[src/rtl/alu_sequencer_pkg.sv]
// Shared encodings for the ALU sequencer: FSM states and ALU select codes.
package alu_sequencer_pkg;

  typedef enum logic [1:0] {
    ST_IDLE = 2'd0,
    ST_RUN  = 2'd1,
    ST_DONE = 2'd2
  } state_t;

  localparam logic [1:0] SEL_ADD = 2'd0;
  localparam logic [1:0] SEL_SUB = 2'd1;
  localparam logic [1:0] SEL_AND = 2'd2;
  localparam logic [1:0] SEL_OR  = 2'd3;

endpackage

[src/rtl/alu_sequencer_if.sv]
// Start/operand/abort request and result bus between an issuer and the ALU sequencer.
interface alu_sequencer_if #(
  parameter int WIDTH = 4
);
  logic               i_w_start;
  logic [WIDTH-1:0]   i_w_op1;
  logic [WIDTH-1:0]   i_w_op2;
  logic               i_w_abort;
  logic               o_w_busy;
  logic [1:0]         o_w_sel;
  logic [WIDTH-1:0]   o_w_res;
  logic [1:0]         o_w_res_idx;
  logic               o_w_res_valid;
  logic [4*WIDTH-1:0] o_w_results;
  logic               o_w_done;

  modport master (
    output i_w_start, i_w_op1, i_w_op2, i_w_abort,
    input  o_w_busy, o_w_sel, o_w_res, o_w_res_idx, o_w_res_valid,
           o_w_results, o_w_done
  );

  modport slave (
    input  i_w_start, i_w_op1, i_w_op2, i_w_abort,
    output o_w_busy, o_w_sel, o_w_res, o_w_res_idx, o_w_res_valid,
           o_w_results, o_w_done
  );
endinterface

[src/rtl/alu_sequencer_alu.sv]
// Combinational ALU: add/sub modulo 2^WIDTH, bitwise and/or, chosen by sel.
module alu
  import alu_sequencer_pkg::*;
#(
  parameter int WIDTH = 4
) (
  input  logic [1:0]       sel,
  input  logic [WIDTH-1:0] a,
  input  logic [WIDTH-1:0] b,
  output logic [WIDTH-1:0] y
);

  // Operation select; carry and borrow are dropped by the result width
  always_comb begin
    y = '0;
    case (sel)
      SEL_ADD: y = a + b;
      SEL_SUB: y = a - b;
      SEL_AND: y = a & b;
      SEL_OR:  y = a | b;
      default: y = '0;
    endcase
  end

endmodule

[src/rtl/alu_sequencer.sv]
// Latches an operand pair on start, steps the ALU through all four operations
// with a programmable dwell, captures each result and pulses done at the end.
module alu_sequencer
  import alu_sequencer_pkg::*;
#(
  parameter int WIDTH = 4,
  parameter int DWELL = 1
) (
  input  logic            i_w_clk,
  input  logic            i_w_reset_n,
  alu_sequencer_if.slave  bus
);

  localparam logic [3:0] CNT_LAST = 4'(DWELL - 1);

  state_t             state_r;
  logic [1:0]         sel_r;
  logic [3:0]         cnt_r;
  logic [WIDTH-1:0]   op1_r;
  logic [WIDTH-1:0]   op2_r;
  logic [WIDTH-1:0]   res_r;
  logic [1:0]         idx_r;
  logic               valid_r;
  logic               done_r;
  logic               busy_r;
  logic [4*WIDTH-1:0] results_r;
  logic [WIDTH-1:0]   alu_y_s;

  alu #(.WIDTH(WIDTH)) u_alu (
    .sel (sel_r),
    .a   (op1_r),
    .b   (op2_r),
    .y   (alu_y_s)
  );

  // Sequencer FSM with dwell counter and result capture registers
  always_ff @(posedge i_w_clk or negedge i_w_reset_n) begin
    if (!i_w_reset_n) begin
      state_r   <= ST_IDLE;
      sel_r     <= 2'd0;
      cnt_r     <= 4'd0;
      op1_r     <= '0;
      op2_r     <= '0;
      res_r     <= '0;
      idx_r     <= 2'd0;
      valid_r   <= 1'b0;
      done_r    <= 1'b0;
      busy_r    <= 1'b0;
      results_r <= '0;
    end else begin
      valid_r <= 1'b0;
      done_r  <= 1'b0;
      case (state_r)
        ST_IDLE: begin
          // abort outranks start even though it has nothing to cancel here
          if (bus.i_w_start && !bus.i_w_abort) begin
            op1_r     <= bus.i_w_op1;
            op2_r     <= bus.i_w_op2;
            sel_r     <= SEL_ADD;
            cnt_r     <= 4'd0;
            results_r <= '0;
            busy_r    <= 1'b1;
            state_r   <= ST_RUN;
          end else begin
            busy_r  <= 1'b0;
            state_r <= ST_IDLE;
          end
        end
        ST_RUN: begin
          if (bus.i_w_abort) begin
            sel_r   <= 2'd0;
            cnt_r   <= 4'd0;
            busy_r  <= 1'b0;
            state_r <= ST_IDLE;
          end else if (cnt_r == CNT_LAST) begin
            results_r[sel_r*WIDTH +: WIDTH] <= alu_y_s;
            res_r   <= alu_y_s;
            idx_r   <= sel_r;
            valid_r <= 1'b1;
            cnt_r   <= 4'd0;
            if (sel_r == SEL_OR) begin
              sel_r   <= 2'd0;
              done_r  <= 1'b1;
              state_r <= ST_DONE;
            end else begin
              sel_r   <= sel_r + 2'd1;
              state_r <= ST_RUN;
            end
          end else begin
            cnt_r <= cnt_r + 4'd1;
          end
        end
        ST_DONE: begin
          busy_r  <= 1'b0;
          state_r <= ST_IDLE;
        end
        default: begin
          sel_r   <= 2'd0;
          cnt_r   <= 4'd0;
          busy_r  <= 1'b0;
          state_r <= ST_IDLE;
        end
      endcase
    end
  end

  assign bus.o_w_busy      = busy_r;
  assign bus.o_w_sel       = sel_r;
  assign bus.o_w_res       = res_r;
  assign bus.o_w_res_idx   = idx_r;
  assign bus.o_w_res_valid = valid_r;
  assign bus.o_w_results   = results_r;
  assign bus.o_w_done      = done_r;

endmodule

[src/flat_wrapper.sv]
// flat-port wrapper written by rule: the top's interface ports become plain ports
module alu_sequencer_flat import alu_sequencer_pkg::*;
#(
  parameter int WIDTH = 4,
  parameter int DWELL = 1
)
  (i_w_clk, i_w_reset_n, bus_i_w_start, bus_i_w_op1, bus_i_w_op2, bus_i_w_abort, bus_o_w_busy, bus_o_w_sel, bus_o_w_res, bus_o_w_res_idx, bus_o_w_res_valid, bus_o_w_results, bus_o_w_done);
  alu_sequencer_if #(.WIDTH(WIDTH)) bus_i ();
  input  logic i_w_clk;
  input  logic i_w_reset_n;
  input wire logic [$bits(bus_i.i_w_start)-1:0] bus_i_w_start;
  input wire logic [$bits(bus_i.i_w_op1)-1:0] bus_i_w_op1;
  input wire logic [$bits(bus_i.i_w_op2)-1:0] bus_i_w_op2;
  input wire logic [$bits(bus_i.i_w_abort)-1:0] bus_i_w_abort;
  output wire logic [$bits(bus_i.o_w_busy)-1:0] bus_o_w_busy;
  output wire logic [$bits(bus_i.o_w_sel)-1:0] bus_o_w_sel;
  output wire logic [$bits(bus_i.o_w_res)-1:0] bus_o_w_res;
  output wire logic [$bits(bus_i.o_w_res_idx)-1:0] bus_o_w_res_idx;
  output wire logic [$bits(bus_i.o_w_res_valid)-1:0] bus_o_w_res_valid;
  output wire logic [$bits(bus_i.o_w_results)-1:0] bus_o_w_results;
  output wire logic [$bits(bus_i.o_w_done)-1:0] bus_o_w_done;
  assign bus_i.i_w_start = bus_i_w_start;
  assign bus_i.i_w_op1 = bus_i_w_op1;
  assign bus_i.i_w_op2 = bus_i_w_op2;
  assign bus_i.i_w_abort = bus_i_w_abort;
  assign bus_o_w_busy = bus_i.o_w_busy;
  assign bus_o_w_sel = bus_i.o_w_sel;
  assign bus_o_w_res = bus_i.o_w_res;
  assign bus_o_w_res_idx = bus_i.o_w_res_idx;
  assign bus_o_w_res_valid = bus_i.o_w_res_valid;
  assign bus_o_w_results = bus_i.o_w_results;
  assign bus_o_w_done = bus_i.o_w_done;
  alu_sequencer #(.WIDTH(WIDTH), .DWELL(DWELL)) u_core (.i_w_clk(i_w_clk), .i_w_reset_n(i_w_reset_n), .bus(bus_i));
endmodule
[config.mk]
export PLATFORM = sky130hd
export DESIGN_NAME = alu_sequencer_flat
export DESIGN_NICKNAME = d
export VERILOG_FILES = /design/src/rtl/alu_sequencer_pkg.sv /design/src/rtl/alu_sequencer_if.sv /design/src/rtl/alu_sequencer_alu.sv /design/src/rtl/alu_sequencer.sv /design/src/flat_wrapper.sv
export SDC_FILE = /design/constraint.sdc
export NUM_CORES = 1
export LEC_CHECK = 0
export BUFFER_PORTS_ARGS = -buffer_cell sky130_fd_sc_hd__buf_2
export CORE_UTILIZATION = 45
export CTS_CLUSTER_DIAMETER = 100
export CTS_CLUSTER_SIZE = 20
export DETAILED_ROUTE_END_ITERATION = 16
export PLACE_DENSITY = 0.76
export REMOVE_ABC_BUFFERS = 1
export SETUP_SLACK_MARGIN = 0.2
export SYNTH_ARGS = -nofsm -noshare
export SYNTH_HDL_FRONTEND = slang
export SYNTH_SLANG_ARGS = --single-unit
[constraint.sdc]
create_clock -name i_w_clk -period 2.4 [get_ports i_w_clk]
set_clock_uncertainty 0.1 [all_clocks]
set_input_delay 0.48 -clock i_w_clk [delete_from_list [all_inputs] [get_ports i_w_clk]]
set_output_delay 0.48 -clock i_w_clk [all_outputs]
set_load 0.005 [all_outputs]
==> impl_metrics.yaml, run 1 <==
status:
  outcome: "finished, violations left"
  violations: "negative setup slack"
power_and_ir_drop:
  p_leak_nw: 1.333
  intPower_mw: 1.634
  clockPowerShare: 0.169
  seq_power_share: 0.346
  p_comb_frac: 0.484
  ir_drop_uv: 501.0
  p_per_area_mw_per_mm2: 966.2
  power.switching_mw: 0.9128
  swShare: 0.3584
routing:
  drc: 0
  avgRoutedWirePerCell_um: 14.86
  drtIter0Drc: 121
  ant_nets: 0
  drt_pass1_iterations: 4
  via_per_inst: 5.371
  wirelength_mm: 4.682
  dr_total_vias: 1692
clock_network:
  cts_max_level: 2
  cts_buffer_depth: 2
  clkTransAtPathRegs_ns: 0.07
  cts_tree: "done"
  root_buffer: "clkbuf_8"
  cts_sinks: 41
  clk_latency_ns: 0.29
  cts_buffers: 5
worst_setup_path:
  start_kind: "flip-flop"
  slowest_stage: "or4b_1"
  crit_chain: "inv_2 > ha_4 > mux2_4 > inv_2 > ha_4 > nand3b_1 > nand2_1 > or4b_1 > and3b_2 > o41ai_2"
  cpPeakStageDelay_ns: 0.46
  crit_fanout: 3
  worstSetupEndpointType: "flip-flop"
  crit_arrival_ns: 2.57
  required_ns: 2.49
  path_class: "flip-flop to flip-flop"
placed_design:
  dpl_cell_area_sq_mm: 0.002406
  place_hpwl_mm: 3.353
  numPortBuffers: 38
  place_ws_ns: -0.2035
  place_congestion: 0.8389
layout:
  finish.instance_area_sq_mm: 0.002636
  post-route-util: 0.6055
  fillCellCount: 360
  area_delta_synth_final_pct: 30.14
  drive_gt1_frac: 0.3802
  num_antenna_cells: 0
  finalNetCount: 287
timing:
  tightestPinTransition_ns: 0.4046
  post-route-min-period_ns: 2.476
  finalHoldViolCount: 0
  max_freq_mhz: 403.9
  whs_ns: 0.2864
  finalCritPeriodShare: 1.032
  relSlewSlack: 0.7282
  worst_slack_ns: -0.07599
  finalSetupTns_ns: -0.08264
  slew_viol_final: 0
  rsz0062_at_grt: "yes"
  setup_viol: 2
yosys:
  ys_ff_latch: 41
  yosysMostFrequentCell: "dfrtp_1"
  yosysWarningCount: 0
  syn_area_sq_mm: 0.002026
  synth.top_cell.area_share: 0.5065
  syn_avg_cell_area_sq_um: 10.44
  yosys.area.top_type: "dfrtp_1"
  ys_types: 44
  synth.top_cells.by_count: "dfrtp_1 (41), nand2_1 (29), o21ai_0 (18)"
  ys.flop_type: "dfrtp_1"
  seq_area_frac_synth: 0.5065
  async_flop_share: 1.000
  synth_edf_count: 0
  netlist_top_cells_area: "dfrtp_1 (51%), ha_1 (7.4%), a22o_1 (5.6%), nand2_1 (5.4%), o21ai_0 (4.4%)"
  synthCells: 194
min_path:
  hold_path.class: "primary input to flip-flop"
global_route:
  gr-usage-all-layers: 0.2138
  grt_max_degree: 27
  gr-total-overflow: 0
  use_met1: 0.2871
  use_met2: 0.3376
  grt_pass1_vias: 1669
  antenna_found_initial: 0
  grtUsageMet3: 0.05556
  grt_pass1_wl_mm: 8.100
  grt_most_used_layer: "met2"
die:
  initial_core_util: 0.4652
  core_sq_mm: 0.004354
  die_area_sq_mm: 0.004774
  rows: 24
  chipWidth_um: 69.10
  die_y_um: 69.10
  io_pins: 39
run:
  cap_viol_max_count: 0
cells in the final DEF (no fill, tap or decap), drive strengths merged, types with 3 or more instances in the layout:
cell / instances
o21ai: 18
a21oi: 7
nand2: 29
nor3: 6
nand2b: 3
inv: 13
buf: 67
nor2: 5
dfrtp: 41
mux2: 5
ha: 12
clkbuf: 8
a22o: 14
final cells by class:
class | instances | area [sq um] | area share
well taps | 52 | 65.06 | 0.02468
inverters | 13 | 51.30 | 0.01946
repair buffers | 68 | 421.7 | 0.1599
flip-flops and latches | 41 | 1026 | 0.3892
clock buffers | 8 | 80.08 | 0.03037
multi-input cells | 133 | 992.2 | 0.3764
metal layers:
layer	share of wire	wire length (um)
met2	0.48	2239
met5	0	0
met4	0.023	110
met3	0.053	247
met1	0.45	2085
critical path: cells and delay by family (launching register included):
family | cells | cell delay, ns
adder cells (fa/ha/maj) | 2 | 0.39
AND/OR/NAND/NOR | 4 | 0.86
AO/OA/AOI/OAI | 1 | 0.19
buffers and inverters | 2 | 0.16
multiplexers | 1 | 0.28
flip-flops | 1 | 0.40
cell families after synthesis:
| group | Yosys count | share of synthesized area |
|---|---|---|
| AO/OA/AOI/OAI | 49 | 0.1649 |
| adder cells (fa/ha/maj) | 13 | 0.08400 |
| XOR/XNOR | 3 | 0.01297 |
| multiplexers | 5 | 0.02779 |
| buffers and inverters | 20 | 0.04014 |
| AND/OR/NAND/NOR | 63 | 0.1637 |
| flip-flops | 41 | 0.5065 |
power by group through the flow:
stage	logic, mW	registers [mW]	clock network (mW)
finish	1.23	0.882	0.432
CTS	1.13	0.877	0.439
floorplan	0.523	0.886	0
global route	1.38	0.894	0.468
detailed placement	0.964	0.885	0
global placement	0.927	0.880	0
flip-flops by register name, indices dropped and copies added (netlist names):
register and flops:
u_core.bus.o_w_results 16, u_core.bus.o_w_res_idx 2, u_core.state_r 2, u_core.bus.o_w_done 1, u_core.op2_r 4, u_core.bus.o_w_res_valid 1
u_core.bus.o_w_res 4, u_core.op1_r 4, u_core.cnt_r 4, u_core.bus.o_w_busy 1, u_core.bus.o_w_sel 2
repair_timing:
action | 4_1_cts | 5_1_grt
endpoints found under the setup margin | 19 | 18
buffers inserted | 6 | 2
pin swaps | 10 | 2
resized for setup | 18 | 6
hold buffers | 1 | 0
endpoints found under the hold margin | 15 | 0
per-stage QoR:
stage | total power, mW | instances
floorplan | 1.409 | 187
global placement | 1.807 | 298
detailed placement | 1.850 | 298
CTS | 2.451 | 313
global route | 2.741 | 315
finish | 2.547 | 315
path summary, 6_finish.rpt:
check	to	slack, ns	startpoint	cells past startpoint
min in group asynchronous	u_core.cnt_r[2]$_DFFE_PN0P_	0.52	i_w_reset_n	2
worst max-delay path	u_core.bus.o_w_results[3]$_DFFE_PN0P_	-0.08	u_core.op2_r[0]$_DFFE_PN0P_	10
worst min-delay path	u_core.op2_r[0]$_DFFE_PN0P_	0.29	bus_i_w_op2[0]	3
worst min register to register	u_core.bus.o_w_results[4]$_DFFE_PN0P_	0.38	u_core.bus.o_w_results[4]$_DFFE_PN0P_	2
worst max register to register	u_core.bus.o_w_results[3]$_DFFE_PN0P_	-0.08	u_core.op2_r[0]$_DFFE_PN0P_	10
max in group asynchronous	u_core.bus.o_w_results[13]$_DFFE_PN0P_	1.02	i_w_reset_n	3
(Power assumes the default switching activity.)
==> inputs of run 2 (changes only) <==
--- a/config.mk
+++ b/config.mk
@@ -6,11 +6,13 @@
 export NUM_CORES = 1
 export LEC_CHECK = 0
 export BUFFER_PORTS_ARGS = -buffer_cell sky130_fd_sc_hd__buf_2
-export CORE_UTILIZATION = 45
+export CELL_PAD_IN_SITES_DETAIL_PLACEMENT = 0
+export CELL_PAD_IN_SITES_GLOBAL_PLACEMENT = 2
+export CORE_UTILIZATION = 31
 export CTS_CLUSTER_DIAMETER = 100
 export CTS_CLUSTER_SIZE = 20
 export DETAILED_ROUTE_END_ITERATION = 16
-export PLACE_DENSITY = 0.76
+export PLACE_DENSITY = 0.81
 export REMOVE_ABC_BUFFERS = 1
 export SETUP_SLACK_MARGIN = 0.2
 export SYNTH_ARGS = -nofsm -noshare
==> run 2 against run 1 <==
  * Global-route usage is 6.1 points lower
  * Combinational power down 9.8%
  * Flip-flop and latch count unchanged
  * Clock-buffer cell count down 3
  * Worst setup slack gained 0.0069 ns
  * Routed wire length grew 0.32%
  * Largest cell class unchanged
  * First-iteration DRC count down 24%
  * Via count fell by 5.7%
  * Die area rose by 44%
  * Utilization shrank 18 points
  * The flow still finishes with violations (negative setup slack)
  * Hold slack worse by 0.22 ns
==> impl_metrics.yaml, run 2 (synthesized netlist as in run 1, its figures left out) <==
worst_setup_path:
  start_kind: "flip-flop"
  crit_arrival_ns: 2.55
  regToRegSetupSlack_ns: -0.07
  path_class: "flip-flop to flip-flop"
  rr_endpoint: "u_core.bus.o_w_results[3]$_DFFE_PN0P_"
  r2r_cells: 10
  worstReg2RegStart: "u_core.op2_r[0]$_DFFE_PN0P_"
  required_ns: 2.49
  crit_fanout: 3
  worstSetupEndpointType: "flip-flop"
  setup.worst_path.end: "u_core.bus.o_w_results[3]$_DFFE_PN0P_"
  critical_path.startpoint: "u_core.op2_r[0]$_DFFE_PN0P_"
placed_design:
  numPortBuffers: 38
  placed_cells: 322
  place_hpwl_mm: 3.505
  place_congestion: 0.7852
die:
  die_area_sq_mm: 0.006862
  io_pins: 39
  rows: 29
  initial_core_util: 0.3208
  chipWidth_um: 82.84
  core_sq_mm: 0.006314
  die_y_um: 82.84
layout:
  final_cell_mix: "dfrtp_1 (41), buf_2 (38), nand2_1 (28), buf_4 (22), o21ai_0 (14)"
  post-route-util: 0.4213
  multi_input_area_sq_um: 984.7
  drive_gt1_frac: 0.3750
  largest_register_ffs: 16
  finalNetCount: 281
  regArea_sq_mm: 0.001026
  fillCellCount: 647
  area_delta_synth_final_pct: 31.32
  fin_cells: 333
  num_antenna_cells: 0
  final_common_cell: "dfrtp_1"
status:
  outcome: "finished, violations left"
  violations: "negative setup slack"
clock_network:
  cts_buffers: 5
  clkTransAtPathRegs_ns: 0.08
  cts_tree: "done"
  cts_max_level: 2
  cts_buffer_depth: 2
  clk_latency_ns: 0.29
  cts_sinks: 41
  root_buffer: "clkbuf_8"
power_and_ir_drop:
  p_leak_nw: 1.328
  ir_drop_uv: 408.2
  p_per_area_mw_per_mm2: 945.8
timing:
  slew_viol_final: 0
  finalCritPeriodShare: 1.029
  setup_viol: 2
  rsz0062_at_grt: "yes"
  relSlewSlack: 0.6452
  post-route-min-period_ns: 2.469
  max_freq_mhz: 405.0
  finalHoldViolCount: 0
  tightestPinTransition_ns: 0.5321
  worst_slack_ns: -0.06910
routing:
  drc: 0
  dr_total_vias: 1595
  wirelength_mm: 4.697
  drt_pass1_iterations: 4
  drtIter0Drc: 92
  ant_nets: 0
  via_per_inst: 4.790
  avgRoutedWirePerCell_um: 14.11
global_route:
  antenna_found_initial: 0
  grt_max_degree: 23
  grt_pass1_vias: 1687
  grt_pass1_wl_mm: 8.390
  gr-usage-all-layers: 0.1527
  gr-total-overflow: 0
run:
  cap_viol_max_count: 0
min_path:
  hold_path.class: "primary input to async pin"
==> run 2: worst max-delay path, stage by stage, from the launching register on <==
cell	delay [ns]
dfrtp_1	0.39
inv_2	0.09
ha_4	0.20
mux2_4	0.29
inv_4	0.06
ha_4	0.19
nand3b_1	0.08
nand2_1	0.07
or4b_1	0.47
and3b_2	0.25
o41ai_2	0.19
==> run 2: worst min-delay path by stage <==
stage                                         start                                     to  slack (ns)  depth (start not counted)
floorplan                               i_w_reset_n        u_core.bus.o_w_busy$_DFFE_PN0P_        0.08                          0
global placement    u_core.bus.o_w_busy$_DFFE_PN0P_        u_core.bus.o_w_busy$_DFFE_PN0P_        0.36                          2
detailed placement  u_core.bus.o_w_busy$_DFFE_PN0P_        u_core.bus.o_w_busy$_DFFE_PN0P_        0.36                          2
CTS                                     i_w_reset_n  u_core.bus.o_w_results[6]$_DFFE_PN0P_        0.08                          1
global route                            i_w_reset_n  u_core.bus.o_w_results[6]$_DFFE_PN0P_        0.09                          1
finish                                  i_w_reset_n  u_core.bus.o_w_results[0]$_DFFE_PN0P_        0.06                          1
==> run 2: power by group <==
group	switching (mW)	total [mW]	internal [mW]
clock network	0.230	0.533	0.302
logic	0.562	1.11	0.548
registers	0.0757	0.874	0.798
total	0.867	2.52	1.65
==> run 2: per-stage QoR <==
stage | area, sq um | total power [mW] | setup slack, ns | hold slack, ns | setup TNS, ns
6_report | 2660 | 2.516 | -0.06910 | 0.06435 | -0.08047
5_1_grt | 2660 | 2.718 | -0.1721 | 0.09409 | -0.9409
4_1_cts | 2633 | 2.474 | -0.04648 | 0.07746 | -0.04648
3_5_place_dp | 2455 | 1.849 | -0.1849 | 0.3637 | -0.3209
3_3_place_gp | 2455 | 1.832 | -0.1129 | 0.3636 | -0.1129
2_1_floorplan | 1993 | 1.409 | -0.1969 | 0.08441 | -0.3322
==> run 2: routing by layer <==
metal | vias up | track usage | wire length (um) | share of wire
met5 | - | 0 | 0 | 0
met3 | 4 | 0.03976 | 199 | 0.042
met1 | 746 | 0.2128 | 2311 | 0.49
met2 | 34 | 0.2370 | 2151 | 0.46
li1 | 811 | - | - | -
met4 | 0 | 0.03762 | 35 | 0.0075
==> run 2: timing repair <==
item	4_1_cts	5_1_grt
setup buffers	3	1
gates resized for setup	16	6
hold buffers	0	0
setup endpoints to repair	16	19
pin swaps	5	4
==> run 2: final cells by class <==
class / instances / area share
Clock buffer: 5 / 0.02587
Inverter: 13 / 0.02023
Clock inverter: 2 / 0.01317
Multi-Input combinational cell: 133 / 0.3702
Timing Repair Buffer: 62 / 0.1486
Sequential cell: 41 / 0.3857
Tap cell: 77 / 0.03622
==> inputs of run 3 (changes only) <==
--- a/config.mk
+++ b/config.mk
@@ -5,9 +5,10 @@
 export SDC_FILE = /design/constraint.sdc
 export NUM_CORES = 1
 export LEC_CHECK = 0
-export BUFFER_PORTS_ARGS = -buffer_cell sky130_fd_sc_hd__buf_2
+export BUFFER_PORTS_ARGS = -buffer_cell sky130_fd_sc_hd__buf_4
 export CELL_PAD_IN_SITES_DETAIL_PLACEMENT = 0
 export CELL_PAD_IN_SITES_GLOBAL_PLACEMENT = 2
+export CORE_MARGIN = 5
 export CORE_UTILIZATION = 31
 export CTS_CLUSTER_DIAMETER = 100
 export CTS_CLUSTER_SIZE = 20
==> run 3 against run 2 <==
  * Cell count rose by 0.60%
  * Fmax grew 1.0%
  * Utilization grew 1.3 points
  * Via count up 4.0%
  * Clock-buffer cell count is 1 higher
  * Hold slack got worse by 0.015 ns
  * The flow still finishes with violations (negative setup slack)
  * Sequential power increased by 0.6%
  * Power rose by 4.5%
==> impl_metrics.yaml, run 3 (synthesized netlist as in run 1, its figures left out) <==
status:
  outcome: "finished, violations left"
  violations: "negative setup slack"
routing:
  drc: 0
  via_per_inst: 4.952
  wirelength_mm: 5.008
  drt_pass1_iterations: 4
  dr_total_vias: 1659
  drtIter0Drc: 61
  avgRoutedWirePerCell_um: 14.95
  ant_nets: 0
die:
  io_pins: 39
  rows: 29
  die_y_um: 90.84
  core_sq_mm: 0.006350
  chipWidth_um: 90.84
  die_area_sq_mm: 0.008251
  initial_core_util: 0.3190
power_and_ir_drop:
  power.switching_mw: 0.8928
  clockPowerShare: 0.222
  p_comb_frac: 0.443
  seq_power_share: 0.334
  ir_drop_uv: 426.0
  p_per_area_mw_per_mm2: 953.8
  swShare: 0.3396
  intPower_mw: 1.736
  p_leak_nw: 1.336
global_route:
  grt_pass1_vias: 1737
  grt_max_degree: 42
  antenna_found_initial: 0
  gr-total-overflow: 0
  gr-usage-all-layers: 0.1254
  grt_pass1_wl_mm: 8.473
placed_design:
  place_congestion: 0.8456
  placed_cells: 321
  dpl_cell_area_sq_mm: 0.002517
  place_hpwl_mm: 3.726
  place_ws_ns: -0.1558
  numPortBuffers: 38
worst_setup_path:
  crit_arrival_ns: 2.54
  path_class: "flip-flop to flip-flop"
  crit_fanout: 3
  required_ns: 2.50
  start_kind: "flip-flop"
  worstSetupEndpointType: "flip-flop"
layout:
  finish.instance_area_sq_mm: 0.002756
  final_common_cell: "buf_4"
  fin_cells: 335
  drive_gt1_frac: 0.3837
  num_antenna_cells: 0
  regArea_sq_mm: 0.001026
  final_cell_mix: "buf_4 (63), dfrtp_1 (41), nand2_1 (28), o21ai_0 (14), a22o_1 (13)"
  fillCellCount: 616
  largest_register_ffs: 16
  multi_input_area_sq_um: 989.7
  finalNetCount: 282
  area_delta_synth_final_pct: 36.07
clock_network:
  cts_sinks: 41
  cts_tree: "done"
  cts_max_level: 2
  clk_latency_ns: 0.29
  cts_buffers: 5
  cts_buffer_depth: 2
  root_buffer: "clkbuf_8"
  clkTransAtPathRegs_ns: 0.08
timing:
  max_freq_mhz: 409.1
  rsz0062_at_grt: "yes"
  slew_viol_final: 0
  whs_ns: 0.04953
  finalCritPeriodShare: 1.019
  post-route-min-period_ns: 2.445
  tightestPinTransition_ns: 0.5251
  finalSetupTns_ns: -0.04461
  relSlewSlack: 0.6500
  finalHoldViolCount: 0
  setup_viol: 1
  worst_slack_ns: -0.04461
run:
  cap_viol_max_count: 0
min_path:
  hold_path.class: "primary input to async pin"
-- run 3: power by group through the flow --
stage,clock network (mW),logic [mW],registers (mW)
floorplan,0,0.523,0.886
global placement,0,1.00,0.882
detailed placement,0,1.01,0.887
CTS,0.600,1.12,0.879
global route,0.629,1.32,0.896
finish,0.584,1.17,0.879
-- run 3: stage by stage --
| step | util | power, mW |
|---|---|---|
| 3_3_place_gp | 0.3965 | 1.883 |
| 3_5_place_dp | 0.3965 | 1.898 |
| 6_report | 0.4341 | 2.629 |
| 4_1_cts | 0.4272 | 2.600 |
| 2_1_floorplan | - | 1.409 |
| 5_1_grt | 0.4341 | 2.842 |
-- run 3: worst max-delay path: stages, from the launching register on --
cell	delay, ns
dfrtp_1	0.40
inv_2	0.08
ha_4	0.16
mux2_4	0.31
inv_2	0.07
ha_4	0.19
nand3b_1	0.09
nand2_1	0.07
or4b_1	0.46
and3b_2	0.24
o41ai_2	0.19
-- run 3: worst paths after layout --
check	startpoint	endpoint	slack (ns)	depth (start not counted)
setup / recovery	u_core.bus.o_w_sel[1]$_DFFE_PN0P_	u_core.bus.o_w_results[3]$_DFFE_PN0P_	-0.04	10
hold / removal	i_w_reset_n	u_core.op2_r[3]$_DFFE_PN0P_	0.05	1
setup reg to reg	u_core.bus.o_w_sel[1]$_DFFE_PN0P_	u_core.bus.o_w_results[3]$_DFFE_PN0P_	-0.04	10
hold reg to reg	u_core.bus.o_w_res[0]$_DFFE_PN0P_	u_core.bus.o_w_res[0]$_DFFE_PN0P_	0.38	2
max in group asynchronous	i_w_reset_n	u_core.bus.o_w_sel[0]$_DFFE_PN0P_	1.77	1
min in group i_w_clk	bus_i_w_op1[0]	u_core.op1_r[0]$_DFFE_PN0P_	0.29	3
-- run 3: repair_timing --
item | in CTS | in global routing
pin swaps | 6 | 5
endpoints found under the setup margin | 14 | 18
hold buffers | 0 | 0
gates resized for setup | 17 | 5
buffers inserted | 3 | 3
endpoints found under the hold margin | 0 | 0
-- run 3: routing by layer --
metal	share of wire	GRT usage	wire length, um	vias to the layer above
met5	0	0	0	-
met4	0.0086	0.02934	43	0
met3	0.047	0.03333	235	7
met2	0.48	0.2076	2413	33
met1	0.46	0.1632	2317	807
li1	-	-	-	812
-- run 3: layout make-up --
cell class	count	area share
sequential	41	0.3722
multi-input combinational	133	0.3591
tap	77	0.03495
clock buffer	6	0.02996
clock inverter	2	0.01362
inverter	13	0.01861
timing repair buffer	63	0.1716
